**src/rtl/clk_period_meter_pkg.sv**
```systemverilog
// Shared definitions for the divided-clock period meter: FSM encoding and counter width.
package clk_meter_pkg;

   localparam int CW = 16;

   typedef enum logic [1:0] {
      IDLE    = 2'd0,
      MEASURE = 2'd1,
      LOCKED  = 2'd2
   } state_t;

endpackage

```
**src/rtl/clk_period_meter_if.sv**
```systemverilog
// Slow-clock input and measurement/status outputs of one period meter.
interface clk_period_meter_if;
   import clk_meter_pkg::*;

   logic          sig_in;
   logic [CW-1:0] period;
   logic [CW-1:0] high_time;
   logic          valid;
   logic          locked;
   logic          timeout;

   modport master (
      output sig_in,
      input  period, high_time, valid, locked, timeout
   );

   modport slave (
      input  sig_in,
      output period, high_time, valid, locked, timeout
   );

endinterface

```
**src/rtl/clk_period_meter_sync_edge_det.sv**
```systemverilog
// Two-flop synchronizer plus delay flop for an asynchronous level; flags rising and falling edges.
module sync_edge_det (
   input  logic clk,
   input  logic rst,
   input  logic d,
   output logic rise,
   output logic fall
);

   logic s1, s2, s3;

   always_ff @(posedge clk or negedge rst) begin
      if (!rst) begin
         s1 <= 1'b0;
         s2 <= 1'b0;
         s3 <= 1'b0;
      end else begin
         s1 <= d;
         s2 <= s1;
         s3 <= s2;
      end
   end

   assign rise = s2 & ~s3;
   assign fall = ~s2 & s3;

endmodule

```
**src/rtl/clk_period_meter.sv**
```systemverilog
// Measures period and high time of an asynchronous slow clock and tracks lock / loss of signal.
module clk_period_meter
   import clk_meter_pkg::*;
#(
   parameter int N        = 10000,
   parameter int TOL      = 4,
   parameter int LOCK_CNT = 3,
   parameter int TIMEOUT  = 20000
) (
   input  logic              clk,
   input  logic              rst,
   clk_period_meter_if.slave mif
);

   localparam int GW = $clog2(LOCK_CNT + 1);
   localparam logic signed [16:0] N_S   = 17'(N);
   localparam logic signed [16:0] TOL_S = 17'(TOL);
   localparam logic [CW-1:0]      TO_LAST = CW'(TIMEOUT - 1);

   function automatic logic [CW-1:0] cnt_sat_inc(input logic [CW-1:0] v);
      return (v == '1) ? v : v + CW'(1);
   endfunction

   function automatic logic [GW-1:0] good_sat_inc(input logic [GW-1:0] g);
      return (g == GW'(LOCK_CNT)) ? g : g + GW'(1);
   endfunction

   function automatic logic signed [16:0] abs17(input logic signed [16:0] v);
      return (v < 0) ? -v : v;
   endfunction

   logic rise, fall;

   sync_edge_det u_sync (
      .clk  (clk),
      .rst  (rst),
      .d    (mif.sig_in),
      .rise (rise),
      .fall (fall)
   );

   state_t        state, state_nxt;
   logic [CW-1:0] cnt;
   logic [GW-1:0] good, good_nxt;
   logic [CW-1:0] period_r, period_nxt;
   logic [CW-1:0] high_r, high_nxt;
   logic          valid_r, valid_nxt;
   logic          timeout_r, timeout_nxt;

   logic [CW-1:0]      cnt_p1;
   logic               cnt_sat;
   logic signed [16:0] dev;
   logic               in_tol;

   // cnt holds (cycles since last rise - 1), so cnt+1 is the period closing on this rise
   assign cnt_p1  = cnt + CW'(1);
   assign cnt_sat = (cnt == '1);
   assign dev     = $signed({1'b0, cnt}) + 17'sd1 - N_S;
   assign in_tol  = (abs17(dev) <= TOL_S);

   always_ff @(posedge clk or negedge rst) begin
      if (!rst) begin
         cnt <= '0;
      end else if (rise) begin
         cnt <= '0;
      end else begin
         cnt <= cnt_sat_inc(cnt);
      end
   end

   always_ff @(posedge clk or negedge rst) begin
      if (!rst) begin
         state     <= IDLE;
         good      <= '0;
         period_r  <= '0;
         high_r    <= '0;
         valid_r   <= 1'b0;
         timeout_r <= 1'b0;
      end else begin
         state     <= state_nxt;
         good      <= good_nxt;
         period_r  <= period_nxt;
         high_r    <= high_nxt;
         valid_r   <= valid_nxt;
         timeout_r <= timeout_nxt;
      end
   end

   always_comb begin
      state_nxt   = state;
      good_nxt    = good;
      period_nxt  = period_r;
      high_nxt    = high_r;
      valid_nxt   = 1'b0;
      timeout_nxt = timeout_r;
      case (state)
         IDLE: begin
            // First edge after idle only starts the count; there is no complete period yet
            if (rise) begin
               state_nxt   = MEASURE;
               timeout_nxt = 1'b0;
            end
         end
         MEASURE, LOCKED: begin
            if (rise && !cnt_sat) begin
               period_nxt = cnt_p1;
               valid_nxt  = 1'b1;
               if (in_tol) begin
                  good_nxt = good_sat_inc(good);
                  if (good_nxt == GW'(LOCK_CNT)) state_nxt = LOCKED;
               end else begin
                  good_nxt  = '0;
                  state_nxt = MEASURE;
               end
            end else if (!rise && cnt == TO_LAST) begin
               state_nxt   = IDLE;
               timeout_nxt = 1'b1;
               good_nxt    = '0;
            end
            if (fall) high_nxt = cnt_p1;
         end
         default: state_nxt = IDLE;
      endcase
   end

   assign mif.period    = period_r;
   assign mif.high_time = high_r;
   assign mif.valid     = valid_r;
   assign mif.locked    = (state == LOCKED);
   assign mif.timeout   = timeout_r;

endmodule

```
**src/flat_wrapper.sv**
```systemverilog
// flat-port wrapper written by rule: the top's interface ports become plain ports
module clk_period_meter_flat import clk_meter_pkg::*;
#(
   parameter int N        = 10000,
   parameter int TOL      = 4,
   parameter int LOCK_CNT = 3,
   parameter int TIMEOUT  = 20000
)
  (clk, rst, mif_sig_in, mif_period, mif_high_time, mif_valid, mif_locked, mif_timeout);
  clk_period_meter_if mif_i ();
  input  logic clk;
  input  logic rst;
  input wire logic [$bits(mif_i.sig_in)-1:0] mif_sig_in;
  output wire logic [$bits(mif_i.period)-1:0] mif_period;
  output wire logic [$bits(mif_i.high_time)-1:0] mif_high_time;
  output wire logic [$bits(mif_i.valid)-1:0] mif_valid;
  output wire logic [$bits(mif_i.locked)-1:0] mif_locked;
  output wire logic [$bits(mif_i.timeout)-1:0] mif_timeout;
  assign mif_i.sig_in = mif_sig_in;
  assign mif_period = mif_i.period;
  assign mif_high_time = mif_i.high_time;
  assign mif_valid = mif_i.valid;
  assign mif_locked = mif_i.locked;
  assign mif_timeout = mif_i.timeout;
  clk_period_meter #(.N(N), .TOL(TOL), .LOCK_CNT(LOCK_CNT), .TIMEOUT(TIMEOUT)) u_core (.clk(clk), .rst(rst), .mif(mif_i));
endmodule
```
**config.mk**
```make
export PLATFORM = sky130hd
export DESIGN_NAME = clk_period_meter_flat
export DESIGN_NICKNAME = d
export VERILOG_FILES = /design/src/rtl/clk_period_meter_pkg.sv /design/src/rtl/clk_period_meter_if.sv /design/src/rtl/clk_period_meter_sync_edge_det.sv /design/src/rtl/clk_period_meter.sv /design/src/flat_wrapper.sv
export SDC_FILE = /design/constraint.sdc
export NUM_CORES = 1
export LEC_CHECK = 0
export ABC_AREA = 1
export ABC_CLOCK_PERIOD_IN_PS = 2850
export CORE_AREA = 3 3 82 84
export CTS_CLUSTER_SIZE = 8
export DETAILED_ROUTE_END_ITERATION = 6
export DIE_AREA = 0 0 85 87
export PLACE_DENSITY = 0.74
export SYNTH_ARGS = -nofsm -noshare
export SYNTH_HDL_FRONTEND = slang
export SYNTH_SLANG_ARGS = --single-unit
```
**constraint.sdc**
```tcl
create_clock -name clk -period 2.85 [get_ports clk]
set_input_delay 0.285 -clock clk [delete_from_list [all_inputs] [get_ports clk]]
set_output_delay 0.285 -clock clk [all_outputs]
set_load 0.05 [all_outputs]
```
==> flow_summary.yaml <==
run_status:
  status: "finished, final reports clean"
detailed_routing:
  post_drt_wl_per_cell_um: 14.5
  via_per_inst: 5.26
  drcViolationCount: 0
  wl_um: 8330
  drt-initial-drc-count: 205
  dr_total_vias: 3027
  ant_nets: 0
  first_pass_iters: 4
critical_path:
  crit_cells: 13
  path_class: "reg -> reg"
  slowest_delay_ns: 0.47
  crit_arrival_ns: 2.78
  worst_setup_path_end_kind: "register"
  reg2reg_depth: 13
  crit_path_max_fanout: 16
  crit_path_end: "u_core.cnt[0]"
  critPathLaunchType: "register"
  worstReg2RegStart: "u_core.cnt[1]"
  slowest_stage: "dfrtp_1"
  critPathRequiredTime_ns: 3.05
  path_buf_inv: 4
  rrSetupSlack_ns: 0.27
  cp_cell_sequence: "ha_2 > nand2_1 > inv_2 > nand3_1 > nor2_1 > inv_1 > nor2_2 > inv_2 > nor3_2 > buf_4 > nand2_1 > nand3_1 > o21ai_0"
  critPathTopFamily: "simple AND/OR/NAND/NOR gates"
  r2r_end: "u_core.cnt[0]"
  critPathLaunch: "u_core.cnt[1]"
synth:
  yosys_register_bits: 57
  mappedNetlistNets: 461
  synthCells: 453
  synth_warnings: 0
  synth.distinct_cells: 36
  yosysSeqAreaShare_pct: 41.9
  synth_area_sq_mm: 0.00340
  avgSynthCellArea_sq_um: 7.51
timing:
  finClkSkew_ns: 0.00689
  setup_viol: 0
  finalHoldViolCount: 0
  relSlewSlack_pct: 65.1
  rsz0062_at_grt: "false"
  fmax_mhz: 387
  tightest_slew_ns: 0.523
  finalCriticalPeriod_ns: 2.58
  slew_viol_final: 0
  fin_crit_sh_pct: 90.6
  setup_tns_ns: 0
die:
  start_util_pct: 56.8
  io_pins: 38
  die_w_um: 85
  core_sq_mm: 0.00599
  fp-row-count: 28
  die_h_um: 87
  die_area_sq_mm: 0.00740
cells_and_area:
  finalNetCount: 503
  syn_to_final_growth_pct: 18.7
  multiInputGateArea_sq_mm: 0.00168
  diodes: 0
  fillers: 527
  seq_area_sq_mm: 0.00143
  drive_gt1_share_pct: 14.0
placed_design:
  dp_hpwl_um: 6170
  port_buffers: 37
  routabilityCongestion: 0.913
clock_tree:
  cts_setup_buffers: 0
  htreeDepth: 3
  ctsRootBufferMaster: "clkbuf_8"
  clk_pin_slew_ns: 0.07
  numCtsBuffers: 9
  clk-insertion-delay-late_ns: 0.33
  clockBufferDepth: 2
  cts_tree: "done"
  cts.sinks: 57
run:
  maxCapViolCount: 0
power_and_ir_drop:
  power_switching_mw: 0.991
  switching_share_pct: 38.1
  seqPwrFrac_pct: 39.1
  ir_worst_vdd_mv: 0.689
  p_clk_share_pct: 29.3
  p_leak_nw: 2.03
  power_frac_comb_pct: 31.5
  fin_total_pwr_mw: 2.60
  internal_power_mw: 1.61
  powerDensity_mw_per_mm2: 644
global_routing:
  first_global_vias: 2933
  antenna_found_initial: 0
  grt_usage_pct: 24.1
  grt_pass1_wl_um: 14200
  grt_max_degree: 31
  grt_overflow: 0
worst_hold_path:
  holdCritPathClass: "reg -> reg"
## registers in the layout, indices dropped and copies added, names as in the netlist, 2 cells and up
signal,count
u_core.state,2
u_core.mif.high_time,16
u_core.mif.period,16
u_core.good,2
u_core.cnt,16
## final cells by class
class,instances,area share (%)
Inverter,56,5.40
Clock inverter,5,1.36
Tap cell,75,2.33
Sequential cell,57,35.4
Multi-Input combinational cell,327,41.6
Clock buffer,11,3.50
Timing Repair Buffer,44,10.4
## metal layers
layer,track usage [%],vias to the layer above,wire (um)
li1,-,1526,-
met1,34.3,1402,4070
met2,37.2,90,3740
met3,4.92,9,410
met4,7.48,0,114
met5,0,-,0
## logic make-up (layout without fill, tap and decap cells)
family	after synthesis	after routing	share of synthesized area (%)
flops	57	57	41.9
fa+ha+maj	5	5	1.84
buf+inv	69	116	8.83
simple gates	254	254	35.7
compound gates	57	57	8.65
xor+xnor	11	11	3.05
## cell usage after synthesis (all sizes together)
library cell | count | area share (%)
nand2 | 155 | 19
dfrtp | 57 | 42
inv | 55 | 6.2
o21ai | 49 | 7.3
nor2 | 40 | 5.7
nand3 | 35 | 6.2
nand4 | 14 | 2.9
xor2 | 9 | 2.3
buf | 8 | 1.9
a21oi | 6 | 0.88
nor3 | 6 | 1.4
clkbuf | 5 | 0.55
ha | 5 | 1.8
nor4 | 2 | 0.37
xnor2 | 2 | 0.74
clkinv | 1 | 0.11
nand3b | 1 | 0.22
o211ai | 1 | 0.22
o31ai | 1 | 0.22
or2 | 1 | 0.18
## power groups by stage
stage / registers (mW) / logic [mW] / clock network, mW
after floorplan: 1.23 / 0.352 / 0
after CTS: 1.01 / 0.820 / 0.768
after global placement: 1.02 / 0.803 / 0
after detailed placement: 1.02 / 0.817 / 0
final: 1.02 / 0.819 / 0.763
after global routing: 1.03 / 0.891 / 0.805
## layout by cell type (no fill, tap or decap), types with 2 or more instances in the layout
cell / n
inv_1: 44
nor2_1: 29
nor2_2: 7
o21ai_1: 9
clkbuf_8: 10
clkinvlp_4: 2
clkinv_2: 2
nand2_2: 6
buf_4: 6
nand4_1: 12
inv_2: 9
ha_1: 4
a21oi_1: 6
nand2_1: 145
nand3_1: 28
nand2_4: 3
nor2_4: 4
clkdlybuf4s50_1: 36
nor3_1: 4
xor2_1: 9
o21ai_0: 39
nor4_1: 2
dfrtp_1: 56
nand4_2: 2
nand3_2: 7
## metrics by stage
step                      worst slack (ns)  area (sq um)  instances  utilization (%)  hold slack, ns
after floorplan                      0.586          3400        453                -         -0.0106
after global placement               0.219          3820        558             63.8           0.209
after detailed placement             0.195          3820        558             63.8           0.208
after CTS                            0.146          4030        575             67.2           0.353
after global routing                0.0254          4040        575             67.4           0.373
final                                0.269          4040        575             67.4           0.353
## worst min-delay path by stage
stage / startpoint / depth (start not counted) / end / slack (ns)
after floorplan: rst / 0 / u_core.cnt[0] / -0.01
after global placement: rst / 1 / u_core.mif.high_time[1] / 0.21
after detailed placement: rst / 1 / u_core.mif.high_time[1] / 0.21
after CTS: u_core.u_sync.s1 / 0 / u_core.u_sync.s2 / 0.35
after global routing: u_core.u_sync.s1 / 0 / u_core.u_sync.s2 / 0.37
final: u_core.u_sync.s1 / 0 / u_core.u_sync.s2 / 0.35
## timing repair
action                                  in CTS  in global routing
hold buffers                                 1                  0
resized for setup                            0                  5
endpoints found under the setup margin       0                 20
hold endpoints to repair                    14                  0
Power figures use the tool's default switching activity.
==> variant 1: new RTL, config.mk and constraints unchanged <==
`N` is set to 10000 in 2 places; all go to 5000.
--- a/src/rtl/clk_period_meter.sv
+++ b/src/rtl/clk_period_meter.sv
@@ -4,3 +4,3 @@
 #(
-   parameter int N        = 10000,
+   parameter int N        = 5000,
    parameter int TOL      = 4,
--- a/src/flat_wrapper.sv
+++ b/src/flat_wrapper.sv
@@ -3,3 +3,3 @@
 #(
-   parameter int N        = 10000,
+   parameter int N        = 5000,
    parameter int TOL      = 4,
Function: same outputs for any inputs over 10 cycles, from zero or initial values and one cycle with rst low; that may be too few to reach the edited logic, so the function may still have changed.
==> variant 1 against the unedited design <==
- worst setup slack lost 0.065 ns
- via count grew 1.9%
- clock power shrank 8.9%
- sequential cell count is the same
- worst hold slack gained 0.0058 ns
- clock skew shrank 0.0038 ns
- count of clock-buffer cells in the layout is the same
- synthesized area shrank 1.5%
- design area shrank 1.8%
- wire length shrank 5.5%
- power shrank 0.19%
- critical endpoint is now u_core.state[0]$_DFFE_PN0P_
- largest power group unchanged
==> variant 1: results <==
logic_synthesis:
  ys_top_cells_by_area: "dfrtp_1, nand2_1, nand3_1"
  ys_seq_area_share_pct: 42.57
  synth_nets: 474
  synth_cell_type_count: 33
  yosys-top-cells-count: "nand2_1, dfrtp_1, nand3_1"
  synth_compound_area_share_pct: 7.170
  synthMuxAreaShare_pct: 0
  yosys.area_share.adder_pct: 1.867
  ys_async_sr_fraction_pct: 100.0
  synth_xor_area_share_pct: 2.875
  ys_warn_count: 0
outcome:
  outcome: "finished, final reports clean"
global_routing:
  track_usage_pct: 23.25
  grt_first_pass_wirelength_um: 13550
  grt_max_degree: 28
  grt_pass1_vias: 2884
place:
  dp_hpwl_um: 6061
  io_buffers: 37
  place.gp.congestion: 0.9187
clock_tree:
  cts_max_level: 3
  cts_made_buffers: 9
  clk_pin_slew_ns: 0.06
  clockBufferDepth: 2
  clockRootBuffer: "clkbuf_8"
power:
  ir_drop_mv: 0.6856
  power.leakage_nw: 2.052
layout:
  n_antenna_cell: 0
  drive_gt1_share_pct: 10.76
  layout.nets: 515
  nFillCells: 559
route:
  drt_iter0_markers: 148
  vias: 3085
  wl_per_cell_um: 13.42
  drt_first_pass_iters: 5
timing:
  fin_skew_ns: 0.003081
  worstMarginPinSlew_ns: 0.5755
setup_path:
  crit_path_max_fanout: 20
  r2r_slack_ns: 0.20
  reg2reg_depth: 17
  endpoint: "u_core.state[0]$_DFFE_PN0P_"
  max_stage_delay_ns: 0.45
  arrival_ns: 2.87
-- variant 1: worst max-delay path: cells and delay by family (launching register included) --
kind / cells / cell delay (ns)
DFF: 1 / 0.45
buffers and inverters: 1 / 0.21
and+or+nand+nor: 14 / 1.59
AOI/OAI and AO/OA: 1 / 0.05
adders and majority gates: 1 / 0.23
-- variant 1: through the flow --
stage               instances  hold WS (ns)  setup slack [ns]  instance area, µm²
floorplan                 466      -0.01059            0.6300                3351
global placement          570        0.2558            0.1993                3770
detailed placement        570        0.2570            0.1624                3770
CTS                       586        0.3610            0.1556                3956
global route              586        0.3624          0.007034                3961
finish                    586        0.3584            0.2034                3961
-- variant 1: cell type report --
| class | instances | area share (%) |
|---|---|---|
| multi-input combinational | 351 | 42.26 |
| sequential | 57 | 36.01 |
| timing repair buffer | 45 | 10.80 |
| inverter | 43 | 4.106 |
| clock buffer | 11 | 3.316 |
| tap | 75 | 2.369 |
| clock inverter | 4 | 1.137 |
-- variant 1: how the worst min path moves through the flow --
stage | start | endpoint
2_1_floorplan | rst | u_core.cnt[0]$_DFFE_PN0P_
3_3_place_gp | rst | u_core.mif.high_time[6]$_DFFE_PN0P_
3_5_place_dp | rst | u_core.mif.high_time[6]$_DFFE_PN0P_
4_1_cts | u_core.u_sync.s1$_DFF_PN0_ | u_core.u_sync.s2$_DFF_PN0_
5_1_grt | u_core.u_sync.s1$_DFF_PN0_ | u_core.u_sync.s2$_DFF_PN0_
6_report | u_core.u_sync.s1$_DFF_PN0_ | u_core.u_sync.s2$_DFF_PN0_
-- variant 1: cells by family (layout without fill, tap and decap cells) --
logic type	Yosys count	after routing
flip-flops	57	57
adder cells (fa/ha/maj)	5	5
AO/OA/AOI/OAI	47	47
buffers and inverters	58	103
AND/OR/NAND/NOR	288	288
XOR/XNOR	11	11
-- variant 1: where the power goes --
part | internal (mW) | switching, mW
Combinational | 0.280 | 0.621
Sequential | 0.915 | 0.0836
Clock | 0.394 | 0.301
Total | 1.59 | 1.01
-- variant 1: per-layer routing --
layer / part of all wire, % / wire [µm] / global-route usage, %
met5: 0 / 0 / 0
met4: 3.3 / 257 / 10.50
met3: 4.2 / 329 / 4.920
met2: 44 / 3426 / 35.38
met1: 49 / 3851 / 32.01
-- variant 1: repair_timing --
action,in CTS,in global routing
gates resized for setup,0,2
hold endpoints to repair,18,0
setup endpoints to repair,0,4
hold buffers,1,0
==> variant 2: new RTL, config.mk and constraints unchanged <==
Made on the original files. Re-encode `state_t` (3 states) as one-hot, 3 bits wide.
--- a/src/rtl/clk_period_meter_pkg.sv
+++ b/src/rtl/clk_period_meter_pkg.sv
@@ -5,6 +5,6 @@
 
-   typedef enum logic [1:0] {
-      IDLE    = 2'd0,
-      MEASURE = 2'd1,
-      LOCKED  = 2'd2
+   typedef enum logic [2:0] {
+      IDLE    = 3'b001,
+      MEASURE = 3'b010,
+      LOCKED  = 3'b100
    } state_t;
Function: no difference found for any inputs over 10 cycles, from zero or initial values and one cycle with rst low; not proved beyond that.
==> variant 2 against the unedited design <==
- cell count is 0.35% lower
- sequential cell count is 1 higher
- critical path depth is 7 higher
- synthesized area is 0.48% lower
- fmax is 0.19% higher
- largest cell class unchanged
- design area is 1.7% higher
- count of clock-buffer cells in the layout is 1 higher
- power is 16% higher
- combinational power is 31% higher
- first-iteration DRC count is 35% lower
- highest routed layer unchanged
- worst setup slack better by 0.0049 ns
- wire length is 4.0% lower
==> variant 2: results <==
place:
  place_area_um2: 3822
  dp.cells: 552
  dp_hpwl_um: 5806
  place.gp.congestion: 0.9058
  post-place-ws_ns: 0.1332
route:
  wl_met1_um: 3595
  dr.max_layer_used: "met4"
  routed-wl-met3_um: 302
  drt_iter0_markers: 133
  wl_met2_um: 4003
  wl_um: 7992
  via_per_inst: 5.351
layout:
  postLayoutCellArea_um2: 4103
  multi_input_area_um2: 1709
  inv_count: 48
  nFillCells: 499
  nFlopsAndLatches: 58
  buffers_excl_clock: 46
  layout.nets: 498
  seq_share_pct: 35.47
  drive_gt1_share_pct: 14.26
  n_antenna_cell: 0
  buf_share_pct: 10.61
  clock_area_share_pct: 5.581
  num-multi-input-gates: 330
  finalNonFillerCells: 573
power:
  ir_drop_mv: 0.6399
  intPower_mw: 1.838
  seq-power_mw: 1.08
  finalPower_mw: 3.010
  power.leakage_nw: 2.031
  pwr-share-comb_pct: 35.5
global_routing:
  use_met2_pct: 42.16
  grt_first_pass_wirelength_um: 14040
  grt_pass1_vias: 3100
  met3_usage_pct: 4.352
  grt_max_degree: 37
  track_usage_pct: 23.81
  grtUsageMet1_pct: 28.86
setup_path:
  arrival_ns: 2.80
  slowest_stage: "dfrtp_2"
  max_stage_delay_ns: 0.43
  cp_top_family: "simple AND/OR/NAND/NOR gates"
  crit_path_max_fanout: 5
logic_synthesis:
  synth_compound_area_share_pct: 10.02
  synthMuxAreaShare_pct: 0.3327
  synth_cell_type_count: 32
  synth_xor_area_share_pct: 3.327
  syn-mean-instance-area_um2: 7.572
  ys_top_cells_by_area: "dfrtp_1, nand2_1, o21ai_0"
  yosys.area_share.adder_pct: 0.7394
  ys_seq_area_share_pct: 42.92
  yosys-top-cells-count: "nand2_1, dfrtp_1, inv_1"
  synth_area_um2: 3384
  synth_nets: 452
outcome:
  outcome: "finished, final reports clean"
timing:
  fin_skew_ns: 0.007437
  worstMarginPinSlew_ns: 0.5128
clock_tree:
  post-cts-setup-buffer-count: 0
[variant 2: changes by cell type after synthesis, moves of 4 or more]
cell     delta
a21oi_1    +12
inv_2       -6
nand2_1     -8
nand2_2     +5
nor3_1      +4
o21ai_1     -4
[variant 2: final timing paths]
path | cells past startpoint | endpoint | start | slack (ns)
worst max-delay path | 20 | u_core.state[1]$_DFFE_PN0P_ | u_core.cnt[0]$_DFFE_PN0P_ | 0.27
worst min-delay path | 0 | u_core.u_sync.s2$_DFF_PN0_ | u_core.u_sync.s1$_DFF_PN0_ | 0.36
worst max register to register | 20 | u_core.state[1]$_DFFE_PN0P_ | u_core.cnt[0]$_DFFE_PN0P_ | 0.27
worst min register to register | 0 | u_core.u_sync.s2$_DFF_PN0_ | u_core.u_sync.s1$_DFF_PN0_ | 0.36
max in group asynchronous | 3 | u_core.cnt[1]$_DFFE_PN0P_ | rst | 1.52
min in group asynchronous | 2 | u_core.mif.high_time[11]$_DFFE_PN0P_ | rst | 0.46
